[src/rtl/rv32i_regfile.sv]
// RV32I integer register file: 32 x XLEN storage, two combinational read
// ports (rs1 -> RD1, rs2 -> WriteData) and one synchronous write port.
// x0 reads as zero and ignores writes. BYPASS selects write-through reads.
module rv32i_regfile #(
    parameter int XLEN   = 32,
    parameter int NREGS  = 32,
    parameter int BYPASS = 0
) (
    input  logic                     clk,
    input  logic                     rst_n,
    input  logic                     RegWrite,
    input  logic [$clog2(NREGS)-1:0] rs1,
    input  logic [$clog2(NREGS)-1:0] rs2,
    input  logic [$clog2(NREGS)-1:0] rd,
    input  logic [XLEN-1:0]          Result,
    output logic [XLEN-1:0]          RD1,
    output logic [XLEN-1:0]          WriteData
);

    localparam int AW = $clog2(NREGS);

    // Entry 0 exists only so every address indexes in range; it is never
    // written and the read path forces it to zero regardless.
    logic [XLEN-1:0] regs [NREGS];

    logic write_en;
    assign write_en = RegWrite && (rd != '0);

    // Storage: asynchronous clear, write on rising edge when enabled and rd != 0
    always_ff @(posedge clk or negedge rst_n) begin
        if (!rst_n) begin
            for (int unsigned i = 0; i < NREGS; i++) begin
                regs[i] <= '0;
            end
        end else if (write_en) begin
            regs[rd] <= Result;
        end
    end

    // Read port 1: x0 is zero, optional write-through, otherwise stored value
    always_comb begin
        RD1 = '0;
        if (rst_n && (rs1 != '0)) begin
            if ((BYPASS != 0) && write_en && (rs1 == rd)) begin
                RD1 = Result;
            end else begin
                RD1 = regs[rs1];
            end
        end
    end

    // Read port 2: same rules as port 1, addressed by rs2
    always_comb begin
        WriteData = '0;
        if (rst_n && (rs2 != '0)) begin
            if ((BYPASS != 0) && write_en && (rs2 == rd)) begin
                WriteData = Result;
            end else begin
                WriteData = regs[rs2];
            end
        end
    end

    logic [AW-1:0] unused_aw;
    assign unused_aw = '0;

endmodule

[config.mk]
export PLATFORM = sky130hd
export DESIGN_NAME = rv32i_regfile
export DESIGN_NICKNAME = d
export VERILOG_FILES = /design/src/rtl/rv32i_regfile.sv
export SDC_FILE = /design/constraint.sdc
export NUM_CORES = 2
export LEC_CHECK = 0
export CAP_MARGIN = 20
export CELL_PAD_IN_SITES_DETAIL_PLACEMENT = 0
export CELL_PAD_IN_SITES_GLOBAL_PLACEMENT = 2
export CORE_MARGIN = 2
export CORE_UTILIZATION = 44
export CTS_CLUSTER_DIAMETER = 100
export DETAILED_ROUTE_END_ITERATION = 10
export PLACE_DENSITY_LB_ADDON = 0.1
export SYNTH_ARGS = -nofsm -noshare
export SYNTH_HDL_FRONTEND = slang
export SYNTH_SLANG_ARGS = --single-unit
[constraint.sdc]
create_clock -name clk -period 3.5 [get_ports clk]
set_input_delay 1.05 -clock clk [delete_from_list [all_inputs] [get_ports clk]]
set_output_delay 1.05 -clock clk [all_outputs]
set_load 0.02 [all_outputs]
# ---- Yosys cells after proc, flatten, opt, wreduce, memory -nomap -nowiden
# Cells that the tools add are included.
dict set report totals {
  reg_bits 1024
  in_bits 50
  elab_cells 57
  output_inout_bits 64
}
dict set report op_classes {
  magnitude_cmp 4
  muxes 11
  bitwise 3
  n_reduce_logical 7
}
# op n
set ops {}
lappend ops {{1024-bit bitwise mux} 1}
lappend ops {{32-bit binary-select mux with 5-bit select} 2}
lappend ops {{32-bit 2-to-1 mux} 7}
lappend ops {{32-bit demux with 5-bit select} 1}
lappend ops {{6-bit >= comparator (second input constant)} 3}
lappend ops {{5-bit NOT with 6-bit output} 3}
lappend ops {{5-bit nonzero test} 3}
lappend ops {{6-bit by 1-bit less-than comparator with 1-bit output (second input constant)} 1}
lappend ops {{1-bit logical AND} 4}

# ---- Logic depth before layout (Yosys ltp)
dict set report depth {
  depth_word 6
  mapped_depth 8
  ltp_nobuf 4
}

# ---- Worst setup path before layout
# OpenSTA, ideal clock, no wires.
dict set report synth_path {
  kind {input to output}
  start {in rs1[0]}
  end {out RD1[15]}
  path_slack_ns -0.028
  path_stages 6
  t_arrival_ns 2.478
  cell_sequence {buf_6 > buf_6 > buf_2 > mux4_2 > a22oi_1 > nand4_1}
}
dict set report synth_between {
  elab_chain_len 5
  elab_cells_between_ends 7
}
# element line
set synth_lines {}
lappend synth_lines {{start: declaration} 12} ;# input logic [$clog2(NREGS)-1:0] rs1,
lappend synth_lines {{5-bit NOT with 6-bit output (not written as such)} 47} ;# RD1 = regs[rs1];
lappend synth_lines {{32-bit binary-select mux with 5-bit select} 47}
lappend synth_lines {{32-bit 2-to-1 mux (not written as such) (2 in series)} 47}
lappend synth_lines {{32-bit 2-to-1 mux *} 43} ;# if (rst_n && (rs1 != '0)) begin
lappend synth_lines {{end: declaration} 16} ;# output logic [XLEN-1:0] RD1,
# Mark *: on every way between the ends. The rest lies on a longest branch, timed or not. The select of a mux whose other input is x is not followed.

# ---- Worst setup path in the final report
dict set report layout_path {
  start {in rs2[0]}
  end {out WriteData[31]}
}
dict set report layout_between {
  elab_chain_len 5
  elab_cells_between_ends 7
}
# element line
set layout_lines {}
lappend layout_lines {{start: declaration} 13} ;# input logic [$clog2(NREGS)-1:0] rs2,
lappend layout_lines {{5-bit NOT with 6-bit output (not written as such)} 59} ;# WriteData = regs[rs2];
lappend layout_lines {{32-bit binary-select mux with 5-bit select} 59}
lappend layout_lines {{32-bit 2-to-1 mux (not written as such) (2 in series)} 59}
lappend layout_lines {{32-bit 2-to-1 mux *} 55} ;# if (rst_n && (rs2 != '0)) begin
lappend layout_lines {{end: declaration} 17} ;# output logic [XLEN-1:0] WriteData
# Marks and branches as above.

==> metrics.log <==
INFO  metric synthTopCellsByArea = sky130_fd_sc_hd__dfrtp_1 46%, sky130_fd_sc_hd__mux2_2 19%, sky130_fd_sc_hd__mux2i_1 9.4%
INFO  metric rr_endpoint = regs[638]$_DFFE_PN0P_
INFO  metric clock-sinks = 1,024
INFO  metric post_synth_instance_area = 0.0552 mm²
INFO  metric critPathLaunch = rs2[0]
INFO  metric p_switching = 10.5 mW
INFO  metric dp_slack = -1460 ps
INFO  metric floorplan.die.height = 358 µm
INFO  metric final_design_area_no_fill = 0.0694 mm²
INFO  metric pin_count = 114
INFO  metric die_w = 358 µm
INFO  metric layout_worst_path_cycle_share = 125%
INFO  metric die_area = 0.128 mm²
INFO  metric post_layout_nonfiller_instances = 6,204
INFO  metric avgRoutedWirePerCell = 34.5 µm
INFO  metric totalWireLength = approximately 210 mm
INFO  metric post-route-worst-setup-slack = -888 ps
INFO  metric rsz_0062_raised_after_global_routing = true
INFO  metric worstSetupEndpoint = WriteData[31]
INFO  metric power.combinational.fraction = a little over a fifth
INFO  metric syn_area_per_cell = approximately 14 µm²
INFO  metric final_net_count = 4,524
INFO  metric synthToLayoutAreaGrowth = 25.9%
INFO  metric dominant_combinational_cell_family_by_area_after_synthesis = multiplexers
INFO  metric violated_checks = setup timing
INFO  metric report.final.slew_viol_count = 0
INFO  metric worst-path-stages = 9
INFO  metric grt_first_pass_wirelength = 307 mm
INFO  metric synth_top_area_share = 46.5%
INFO  metric fin_crit = 4390 ps
INFO  metric cts_buffer_depth = 3
INFO  metric synth_compound_area_share = 5.02%
INFO  metric synth-warning-count = 0
INFO  metric synth-edff-count = 0
INFO  metric multi_input_comb_area = between 0.02 and 0.03 mm²
INFO  metric fillCellCount = 10,100
INFO  metric number_of_max_cap_violations = 0
INFO  metric via_count = 39,800
INFO  metric ys_top_cells_by_count = 1,024 x sky130_fd_sc_hd__dfrtp_1, 945 x sky130_fd_sc_hd__mux2_2, 516 x sky130_fd_sc_hd__mux2i_1, 262 x sky130_fd_sc_hd__a22oi_1, 223 x sky130_fd_sc_hd__mux4_2
INFO  metric regArea = 0.0256 mm²
INFO  metric port-buffer-count = around 110
INFO  metric cell_internal_pwr = roughly 27 mW
INFO  metric pwr_density_cell = 534 mW/mm²
INFO  metric max_freq = 228 MHz
INFO  metric antenna_violations_before_repair = 3
INFO  metric crit_type = in2out
INFO  metric timing.clock.skew = 0 ps
INFO  metric muxShareOfSynthArea = between 40% and 50%
INFO  metric postSynthRegisterBits = 1,024
INFO  metric drt_drc_violations_left = 0
INFO  metric critical_path.top_delay_family = buffers and inverters
INFO  metric cp.required = 2450 ps
INFO  metric synth-seq-area-share = 46.5%
INFO  metric slew-limit-headroom = 33.4%
INFO  metric worst_skew_pair.late_latency = 720 ps
INFO  metric ant_nets = 0
INFO  metric synth-main-ff-cell = sky130_fd_sc_hd__dfrtp_1
INFO  metric crit_slowest_cell = sky130_fd_sc_hd__mux4_2
INFO  metric layout-drive-gt1-share = 52.0%
INFO  metric dp_hpwl = 140 mm
INFO  metric p_total = 37.1 mW
INFO  metric sequentialPowerShare = a little over two fifths
INFO  metric post_synth_fa_ha_maj_area_fraction = 0%
INFO  metric initial_core_util = 44.5%
INFO  metric grt_start_max_net_pins = 161
INFO  metric place_congestion = 0.897
INFO  metric crit_chain = clkbuf_16 -> buf_16 -> buf_12 -> mux4_2 -> a22o_1 -> a31oi_4 -> nand4_1 -> buf_4 -> buf_6
INFO  metric switching_share = 28.3%
INFO  metric post_dp_cell_area = about 0.06 mm²
INFO  metric ys_async_sr_fraction = 100%
INFO  metric worst-r2r-cell-count = 1
INFO  metric grt_overflow = 0
INFO  metric ctsHtreeMaxLevel = 3
INFO  metric yosys.area.top_type = sky130_fd_sc_hd__dfrtp_1
INFO  metric antenna_cells_inserted = 0
INFO  metric synth_xor_xnor_area_share = 0%
INFO  metric clock_share_of_power = a little over a third
INFO  metric path_buf_inv = 5
INFO  metric post_synth_and_or_nand_nor_area_fraction = around 3.7%
INFO  metric drt_iter0_markers = between 3,000 and 4,000
INFO  metric cellLeakagePower = 31.2 nW
INFO  metric first_global_vias = 41,800
INFO  metric slowest_delay = 490 ps
INFO  metric crit_path_max_fanout = 6
INFO  metric r2r_start = regs[638]$_DFFE_PN0P_
INFO  metric worst_pin_slew = 999 ps
INFO  metric worst_ep_arrival_time = about 3300 ps
INFO  metric largest_register_ffs = a little over 1,000
INFO  metric tritoncts_clock_tree = done
INFO  metric report.final.hold_viol_count = 0
INFO  metric ir_drop = ~0.00053 V
INFO  metric first_pass_iters = 7
INFO  metric r2r_slack = 2650 ps
INFO  metric via_per_inst = between 6 and 7
INFO  metric timing.setup.tns = -29,010 ps
INFO  metric top_registers = regs x1024
INFO  metric cts_hold_buffers = 0
INFO  metric placementRows = 129
INFO  metric cts_root_buffer = sky130_fd_sc_hd__clkbuf_16
INFO  metric synth_cells = 3,985
INFO  metric synth.most_common_cell = sky130_fd_sc_hd__dfrtp_1
INFO  metric clk_pin_slew_worst_setup_hold_paths = 60 ps
INFO  metric synth_nets = about 4,000
INFO  metric worst_setup_path_start_kind = input pin
INFO  metric placed_cells_incl_taps = 5,832
INFO  metric synthDistinctLibCells = 44
INFO  metric critPathCaptureType = primary output
INFO  metric max_flop_register = regs
INFO  metric design.core.area = ~0.12 mm²
INFO  metric hold_path.class = in2async
INFO  metric endpoints_failing_setup = between 60 and 70
INFO  metric status = finished, violations left
INFO  metric grtUsageTotal = 33.5%
INFO  metric tritoncts_buffer_count = 117
-- worst min path at each step --
stage | from | endpoint | depth (start not counted)
4_1_cts | rst_n | regs[522]$_DFFE_PN0P_ | 2
2_1_floorplan | regs[1003]$_DFFE_PN0P_ | regs[1003]$_DFFE_PN0P_ | 1
5_1_grt | rst_n | regs[682]$_DFFE_PN0P_ | 2
3_3_place_gp | regs[1023]$_DFFE_PN0P_ | regs[1023]$_DFFE_PN0P_ | 0
6_report | rst_n | regs[522]$_DFFE_PN0P_ | 2
3_5_place_dp | regs[1013]$_DFFE_PN0P_ | regs[1013]$_DFFE_PN0P_ | 0
-- area by class of cell --
cell class | count | share of cell area (%)
Clock buffer | 172 | 5.01
Timing Repair Buffer | 815 | 13.8
Clock inverter | 40 | 0.894
Multi-Input combinational cell | 2516 | 40.5
Tap cell | 1637 | 2.95
Sequential cell | 1024 | 36.9
-- kinds of logic after synthesis --
| family | count (synthesis) |
|---|---|
| muxes | 1762 |
| buffers and inverters | 445 |
| and+or+nand+nor | 368 |
| DFF | 1024 |
| AOI/OAI and AO/OA | 386 |
-- power by group through the flow --
stage	clock network [mW]	registers, mW	logic [mW]
floorplan	0	15.4	4.99
global placement	0	15.7	7.21
detailed placement	0	16.0	7.40
CTS	13.3	15.8	7.87
global route	13.9	16.1	8.52
finish	13.2	15.9	8.05
-- cell usage in the layout, fill, tap and decap left out, drive strengths merged --
cell type      instances
a21oi                 53
a22o                  35
a22oi                262
a31oi                 35
and2                   7
and3                  23
and3b                  1
and4b                  3
and4bb                 2
buf                  772
bufbuf                 2
bufinv                16
clkbuf               174
clkdlybuf4s18          1
clkdlybuf4s50         38
clkinv                17
clkinvlp               5
dfrtp               1024
inv                    2
mux2                 992
mux2i                516
mux4                 254
nand2                 75
nand3                141
nand3b                 4
nand4                 65
nor2                  27
nor2b                  8
nor3                   1
nor3b                  7
nor4bb                 1
o21ba                  1
or2                    1
or3                    1
or3b                   1
-- stage by stage --
step	util (%)	hold WS [ps]
global placement	49.8	377
CTS	55.2	293
global route	56.0	297
detailed placement	49.8	380
floorplan	-	438
finish	56.0	302
-- metal layers --
layer / global-route usage, % / part of all wire [%] / routed length (µm)
met1: 47.0 / 43 / 91900
met5: 0 / 0.0098 / 21
met4: 13.7 / 4.3 / 9180
met3: 4.79 / 6.8 / 14500
met2: 52.4 / 46 / 98600
-- timing repair --
| action | 4_1_cts | 5_1_grt |
|---|---|---|
| setup endpoints to repair | 64 | 64 |
| gates cloned | 8 | 1 |
| setup buffers | 115 | 55 |
| hold endpoints to repair | 0 | 0 |
| pin swaps | 127 | 111 |
| gates resized for setup | 469 | 142 |
(Power assumes the default switching activity.)
